--- config.mk ---
export PLATFORM = sky130hd
export DESIGN_NAME = wash_timer_unit
export DESIGN_NICKNAME = d
export VERILOG_FILES = /design/src/rtl/wash_timer_unit.sv
export SDC_FILE = /design/constraint.sdc
export NUM_CORES = 1
export LEC_CHECK = 0
export ABC_AREA = 1
export CAP_MARGIN = 20
export CELL_PAD_IN_SITES_DETAIL_PLACEMENT = 1
export CELL_PAD_IN_SITES_GLOBAL_PLACEMENT = 1
export CORE_MARGIN = 10
export CORE_UTILIZATION = 41
export CTS_CLUSTER_SIZE = 40
export DETAILED_ROUTE_END_ITERATION = 12
export PLACE_DENSITY = 0.83
export SYNTH_ARGS = -nofsm -noshare
export SYNTH_HDL_FRONTEND = slang
export SYNTH_SLANG_ARGS = --single-unit
--- constraint.sdc ---
create_clock -name CLOCK -period 2.4 [get_ports CLOCK]
set_input_delay 0.36 -clock CLOCK [delete_from_list [all_inputs] [get_ports CLOCK]]
set_output_delay 0.36 -clock CLOCK [all_outputs]
set_load 0.02 [all_outputs]
--- src/rtl/wash_timer_unit.sv ---
// Two independent IDLE/RUN/DONE interval timers; TnDone rises Tn_TICKS*PRESCALE edges after Start is sampled in IDLE.
// Optional Pause input (freezes channels in RUN) exists only when WASH_TIMER_PAUSE_EN is defined.
module wash_timer_chan #(
    parameter int PRESCALE = 10,
    parameter int TICKS    = 5,
    parameter int CNT_W    = 16
) (
    input  logic i_clk,
    input  logic i_rst,
    input  logic i_start,
`ifdef WASH_TIMER_PAUSE_EN
    input  logic i_pause,
`endif
    output logic o_done
);
    typedef enum logic [1:0] {S_IDLE, S_RUN, S_DONE} state_t;

    localparam logic [CNT_W-1:0] PRE_LOAD  = CNT_W'(PRESCALE - 1);
    localparam logic [CNT_W-1:0] TICK_LOAD = CNT_W'(TICKS - 1);

    state_t           r_state;
    logic [CNT_W-1:0] r_pre;
    logic [CNT_W-1:0] r_tick;
    logic             r_done;

    always_ff @(posedge i_clk or posedge i_rst) begin
        if (i_rst) begin
            r_state <= S_IDLE;
            r_pre   <= '0;
            r_tick  <= '0;
            r_done  <= 1'b0;
        end else begin
            case (r_state)
                S_IDLE: begin
                    if (i_start) begin
                        r_state <= S_RUN;
                        r_pre   <= PRE_LOAD;
                        r_tick  <= TICK_LOAD;
                    end
                    r_done <= 1'b0;
                end
                S_RUN: begin
                    // Abort takes priority over both pause and expiry.
                    if (!i_start) begin
                        r_state <= S_IDLE;
                        r_pre   <= '0;
                        r_tick  <= '0;
                        r_done  <= 1'b0;
`ifdef WASH_TIMER_PAUSE_EN
                    end else if (i_pause) begin
                        r_done <= 1'b0;
`endif
                    end else if (r_pre == '0) begin
                        r_pre <= PRE_LOAD;
                        if (r_tick == '0) begin
                            r_state <= S_DONE;
                            r_done  <= 1'b1;
                        end else begin
                            r_tick <= r_tick - 1'b1;
                            r_done <= 1'b0;
                        end
                    end else begin
                        r_pre  <= r_pre - 1'b1;
                        r_done <= 1'b0;
                    end
                end
                S_DONE: begin
                    // No retrigger: Start must drop for an edge before a new interval.
                    if (!i_start) begin
                        r_state <= S_IDLE;
                        r_done  <= 1'b0;
                    end else begin
                        r_done <= 1'b1;
                    end
                end
                default: begin
                    r_state <= S_IDLE;
                    r_pre   <= '0;
                    r_tick  <= '0;
                    r_done  <= 1'b0;
                end
            endcase
        end
    end

    assign o_done = r_done;
endmodule

module wash_timer_unit #(
    parameter int PRESCALE = 10,
    parameter int T1_TICKS = 5,
    parameter int T2_TICKS = 20,
    parameter int CNT_W    = 16
) (
    input  logic CLOCK,
    input  logic RESET,
    input  logic T1Start,
    input  logic T2Start,
`ifdef WASH_TIMER_PAUSE_EN
    input  logic Pause,
`endif
    output logic T1Done,
    output logic T2Done
);
    logic w_t1_done;
    logic w_t2_done;

    wash_timer_chan #(.PRESCALE(PRESCALE), .TICKS(T1_TICKS), .CNT_W(CNT_W)) u_t1 (
        .i_clk   (CLOCK),
        .i_rst   (RESET),
        .i_start (T1Start),
`ifdef WASH_TIMER_PAUSE_EN
        .i_pause (Pause),
`endif
        .o_done  (w_t1_done)
    );

    wash_timer_chan #(.PRESCALE(PRESCALE), .TICKS(T2_TICKS), .CNT_W(CNT_W)) u_t2 (
        .i_clk   (CLOCK),
        .i_rst   (RESET),
        .i_start (T2Start),
`ifdef WASH_TIMER_PAUSE_EN
        .i_pause (Pause),
`endif
        .o_done  (w_t2_done)
    );

    assign T1Done = w_t1_done;
    assign T2Done = w_t2_done;
endmodule

# [After elaboration in Yosys (flattened, before gate mapping)]
# Index checks and enable logic that the tools add are counted.
[word_totals] ff_bits=70 latchBits=0 ram_bits=0 rom_bits=0 input_bits=4 word_cells=80 mem_count=0
[classes] add_sub_neg=4 multipliers=0 div=0 n_lt_le_gt_ge=0 n_eq_ne=14 shift=0 n_mux=40 bitwise_logic=2 reduce_logical=12
[op_table] cell="2-to-1 mux 16 bit" count=14
[op_table] cell="case mux 16 bit (3 select lines)" count=4
[op_table] cell="zero test 16 bit" count=4
[op_table] cell="subtractor 16 x 1 -> 16 bit (second input constant)" count=4
[op_table] cell="2-to-1 mux 2 bit" count=10
[op_table] cell="AND reduction 4 bit" count=4
[op_table] cell="inequality test 3 x 2 -> 1 bit (second input constant)" count=4
[op_table] cell="case mux 2 bit (3 select lines)" count=2
[op_table] cell="2-to-1 mux 1 bit" count=8
[op_table] cell="inequality test 2 bit (second input constant)" count=4
[op_table] cell="inequality test 3 bit (second input constant)" count=2
[op_table] cell="equality test 2 x 1 -> 1 bit (second input constant)" count=2
[op_table] cell="equality test 2 bit (second input constant)" count=2
[op_table] cell="zero test 2 bit" count=2
[op_table] cell="case mux 1 bit (2 select lines)" count=2
[op_table] cell="AND reduction 2 bit" count=2
[op_table] cell="NOT 1 bit" count=2

# [Depth between registers and ports, before layout]
[logic_depth] word_depth=5 depth_mapped=12 depth_no_buf=11

# [Modules after synthesis]
# Synthesis repeated with hierarchy kept, for this count alone.
[unflattened] cells_unflattened=672 area_unflattened_um2=4630.7
[modules_own_cells] mod="wash_timer_chan (u_t2)" n_inst=1 cells_per_inst=325 area_per_inst_um2=2337.2
[modules_own_cells] mod="wash_timer_chan (u_t1)" n_inst=1 cells_per_inst=347 area_per_inst_um2=2293.4

# [Worst setup path before layout]
# No wires, ideal clock.
[synth_path] path_kind="flip-flop to flip-flop" from="reg u_t1.r_state[0]" to="reg u_t1.r_pre[9]" setup_time_ns=0.117 t_arrival_ns=1.469 required_ns=2.283 path_slack_ns=0.814 path_stages_with_launch=12 path_cell_list="dfrtp_1 -> inv_1 -> ha_1 -> inv_2 -> nor2_1 -> nor2_4 -> buf_2 -> nand2_1 -> nor2_2 -> nand2_1 -> o21ai_1 -> nor2_1"
[synth_between] elab_chain_len=3
[synth_rtl] item="start, declared" line="21" text="state_t r_state;"
[synth_rtl] item="start signal, assigned" line="28" text="r_state <= S_IDLE;"
[synth_rtl] item="start signal, assigned" line="36" text="r_state <= S_RUN;"
[synth_rtl] item="start signal, assigned" line="45" text="r_state <= S_IDLE;"
[synth_rtl] item="zero test 2 bit / equality test 2 bit (equally long branches)" line="33" text="case (r_state)"
[synth_rtl] item="inequality test 2 bit (no source line) / NOT 1 bit (equally long branches)"
[synth_rtl] item="AND reduction 2 bit (no source line)"
[synth_rtl] item="end signal, assigned" line="63" text="r_pre <= r_pre - 1'b1;"
[synth_rtl] item="end, declared" line="22" text="logic [CNT_W-1:0] r_pre;"
# Parallel ways exist; a longest one is shown, timed or not.
# A chain may end at the register's enable or synchronous reset.

# [Worst setup path after layout]
[layout_path] from="reg u_t2.r_state[0]" to="reg u_t2.r_pre[14]"
[layout_between] elab_chain_len=3
[layout_rtl] item="start, declared" line="21"
[layout_rtl] item="start signal, assigned" line="28"
[layout_rtl] item="start signal, assigned" line="36"
[layout_rtl] item="start signal, assigned" line="45"
[layout_rtl] item="zero test 2 bit / equality test 2 bit (equally long branches)" line="33"
[layout_rtl] item="inequality test 2 bit (no source line) / NOT 1 bit (equally long branches)"
[layout_rtl] item="AND reduction 2 bit (no source line)"
[layout_rtl] item="end signal, assigned" line="63"
[layout_rtl] item="end, declared" line="22"
# Parallel ways exist; a longest one is shown, timed or not.

==> reports/qor.txt <==
register area - 1750 um^2
die outline width - 127 um
outcome - completed
CTS tree - built
Synth area leader - dfrtp_1
GR Util met1 - 19.0%
post-synthesis net count - 706
Num CTS Buffers - 9
busiest layer in global routing - met2
Worst setup SP type - flop
Die H - 127 um
Worst Max-Slew Pin Slew - 566 ps
synth top area cells - dfrtp_1 (38%), nand2_1 (16%), nor2_1 (10%)
Core Rows - 38
RSZ-0062 raised after global routing - no
yosys synthesis warning count - 0
final hold vios - 0
initial antenna violation count - 0
adder-cell area share of the yosys netlist - 3.22%
crit share post-route - 87.8%
synth cell count leaders - nand2_1 (203), nor2_1 (129), inv_1 (73), dfrtp_1 (70), nand3_1 (56)
CP most frequent cell - nor2_1
Tmin final - 2110 ps
Initial Util - 42.4%
compound-cell area share of the yosys netlist - 7.41%
post-route ant nets - 0
largest net degree at the start of global routing - 42
IO buf count - 5
DP HPWL - 9.23 mm
Fmax - 474 MHz
total I/O pin count - 6
WL final - 12.5 mm
Slew Viols, Final - 0
Area Overhead vs Synth - 10.7%
layout cell share with drive strength beyond 1 - 9.62%
GRT met2 Usage - 28.5%
# Max-Cap Violations - 0
crit path capture type - flop
antenna cell count - 0
drt initial violations - 277
grt total ovfl - 0
top-count cell post-synth - nand2_1
Seq/Total Area, Yosys - 37.6%
EDFF count, synth - 0
Cells after Synth - 690
CP Buf/Inv Count - 3
global-route met3 utilization - 2.33%
cell class contributing the biggest share of worst-path delay - simple AND/OR/NAND/NOR gates
XOR/XNOR Fraction of Synth Area - 0.940%
crit path cell chain - inv_1 -> ha_1 -> inv_2 -> nor2_1 -> nor2_4 -> buf_4 -> nand3_1 -> nor2_1 -> nand2_1 -> o21ai_1 -> nor2_1
Worst Path Required - 2640 ps
Setup CP Type - flop to flop
multiplexer area fraction after synthesis - 0%
multi-input logic area - 2530 um^2
largest family of logic cells by synthesized area - simple AND/OR/NAND/NOR gates
global-route wire length before repair - 21.8 mm
final setup violating endpoints - 0
routed length per instance - 14.8 um
Post-Synthesis Cell Area - 4660 um^2
CP max-delay cell - dfrtp_1
Cell variety after synth - 37
DR vias - 4418
CP arrival - 2340 ps
Worst Hold Class - primary input to asynchronous set/reset pin
DR vias/cell - 5.22
DP Area - 4880 um^2
synthesized area per cell - 6.75 um^2
die area - 16000 um^2
Synth top area share - 37.6%
root buffer cell - clkbuf_16
# clock sinks - 70
worst clock skew - 4.79 ps
CP peak stage delay - 390 ps
Max clock buf depth - 2
Setup TNS - 0 ps
drt pass-1 iters - 4
# fillers - 1471
clock latency on the worst-skew pair - 350 ps
gpl congestion - 0.839
ys async rst share - 100%
Finished Cell Area - 5160 um^2
Slew HR - 62.2%
# nets final - 718
core area - 11000 um^2
post-synthesis simple-gate area fraction - 42.7%
# Post-CTS Setup Buffers - 0
post-cts resize count - 0
GRT Util Overall - 16.1%
flops & latches, synth - 70
ys flop type - dfrtp_1
vias in the first global route - 4686
CTS clk-pin slew, worst paths - 60 ps
CP max FO - 9
# H-tree levels - 3
Post-route DRC - 0
CTS Hold Buffers Added - 0
registers in the layout (all words and copies together) (netlist names):
| register | cells |
|---|---|
| u_t1.o_done | 1 |
| u_t1.r_pre | 16 |
| u_t1.r_state | 2 |
| u_t1.r_tick | 16 |
| u_t2.o_done | 1 |
| u_t2.r_pre | 16 |
| u_t2.r_state | 2 |
| u_t2.r_tick | 16 |
tightest hold or removal path, cell delays in order:
cell	delay, ps
clkdlybuf4s50_1	410
inv_2	80
buf_12	230
stage by stage:
stage | utilization [%] | cells | hold WS (ps) | setup WS, ps
6_report | 47.0 | 847 | 368 | 292
5_1_grt | 47.0 | 847 | 416 | 93.1
4_1_cts | 47.0 | 847 | 394 | 300
3_5_place_dp | 44.4 | 831 | 502 | 194
3_3_place_gp | 44.4 | 831 | 479 | 299
2_1_floorplan | - | 690 | 458 | 272
metal layers:
layer  vias to the layer above  routed length (um)
li1                       2200                   -
met1                      2163                5590
met2                        37                6410
met3                        18                 236
met4                         0                 267
met5                         -                   0
area by class of cell:
| class | count | share of cell area [%] |
|---|---|---|
| multi-input cells | 529 | 49.1 |
| flip-flops and latches | 70 | 33.9 |
| inverters | 78 | 5.67 |
| clock buffers | 13 | 5.04 |
| well taps | 140 | 3.39 |
| repair buffers | 14 | 2.52 |
| clock inverters | 3 | 0.364 |
layout by cell type, fill, tap and decap left out, types with 4 or more instances in the layout:
cell type and n:
buf_4 8, dfrtp_1 70, nor2_4 5, o21bai_1 8, inv_2 6, clkdlybuf4s50_1 5
inv_1 72, nor2_1 129, ha_1 12, or2_2 4, nand2_1 203, nand2_4 4
nor3_1 6, nand4_1 15, xor2_1 4, o21ai_0 8, clkbuf_16 9, o21ai_1 20
nor2_2 9, nand3_1 56, a21oi_1 16, nand2_2 12
final timing paths:
check                                startpoint         endpoint  slack (ps)  cells after the start
worst max register to register  u_t2.r_state[0]   u_t2.r_pre[14]         290                     11
max in group asynchronous                 RESET    u_t1.r_pre[2]        1640                      3
worst max-delay path            u_t2.r_state[0]   u_t2.r_pre[14]         290                     11
worst min register to register  u_t2.r_state[1]  u_t2.r_state[1]         510                      2
worst min-delay path                      RESET    u_t2.r_pre[9]         370                      3
min in group CLOCK              u_t2.r_state[1]  u_t2.r_state[1]         510                      2
cells by family after synthesis:
family	after synthesis
compound gates	60
flops	70
buf+inv	91
xor+xnor	5
simple gates	452
fa+ha+maj	12
Power is left out: the tool's default activity adds up to more than one toggle a clock period on the data nets, which glitch-free logic cannot reach.
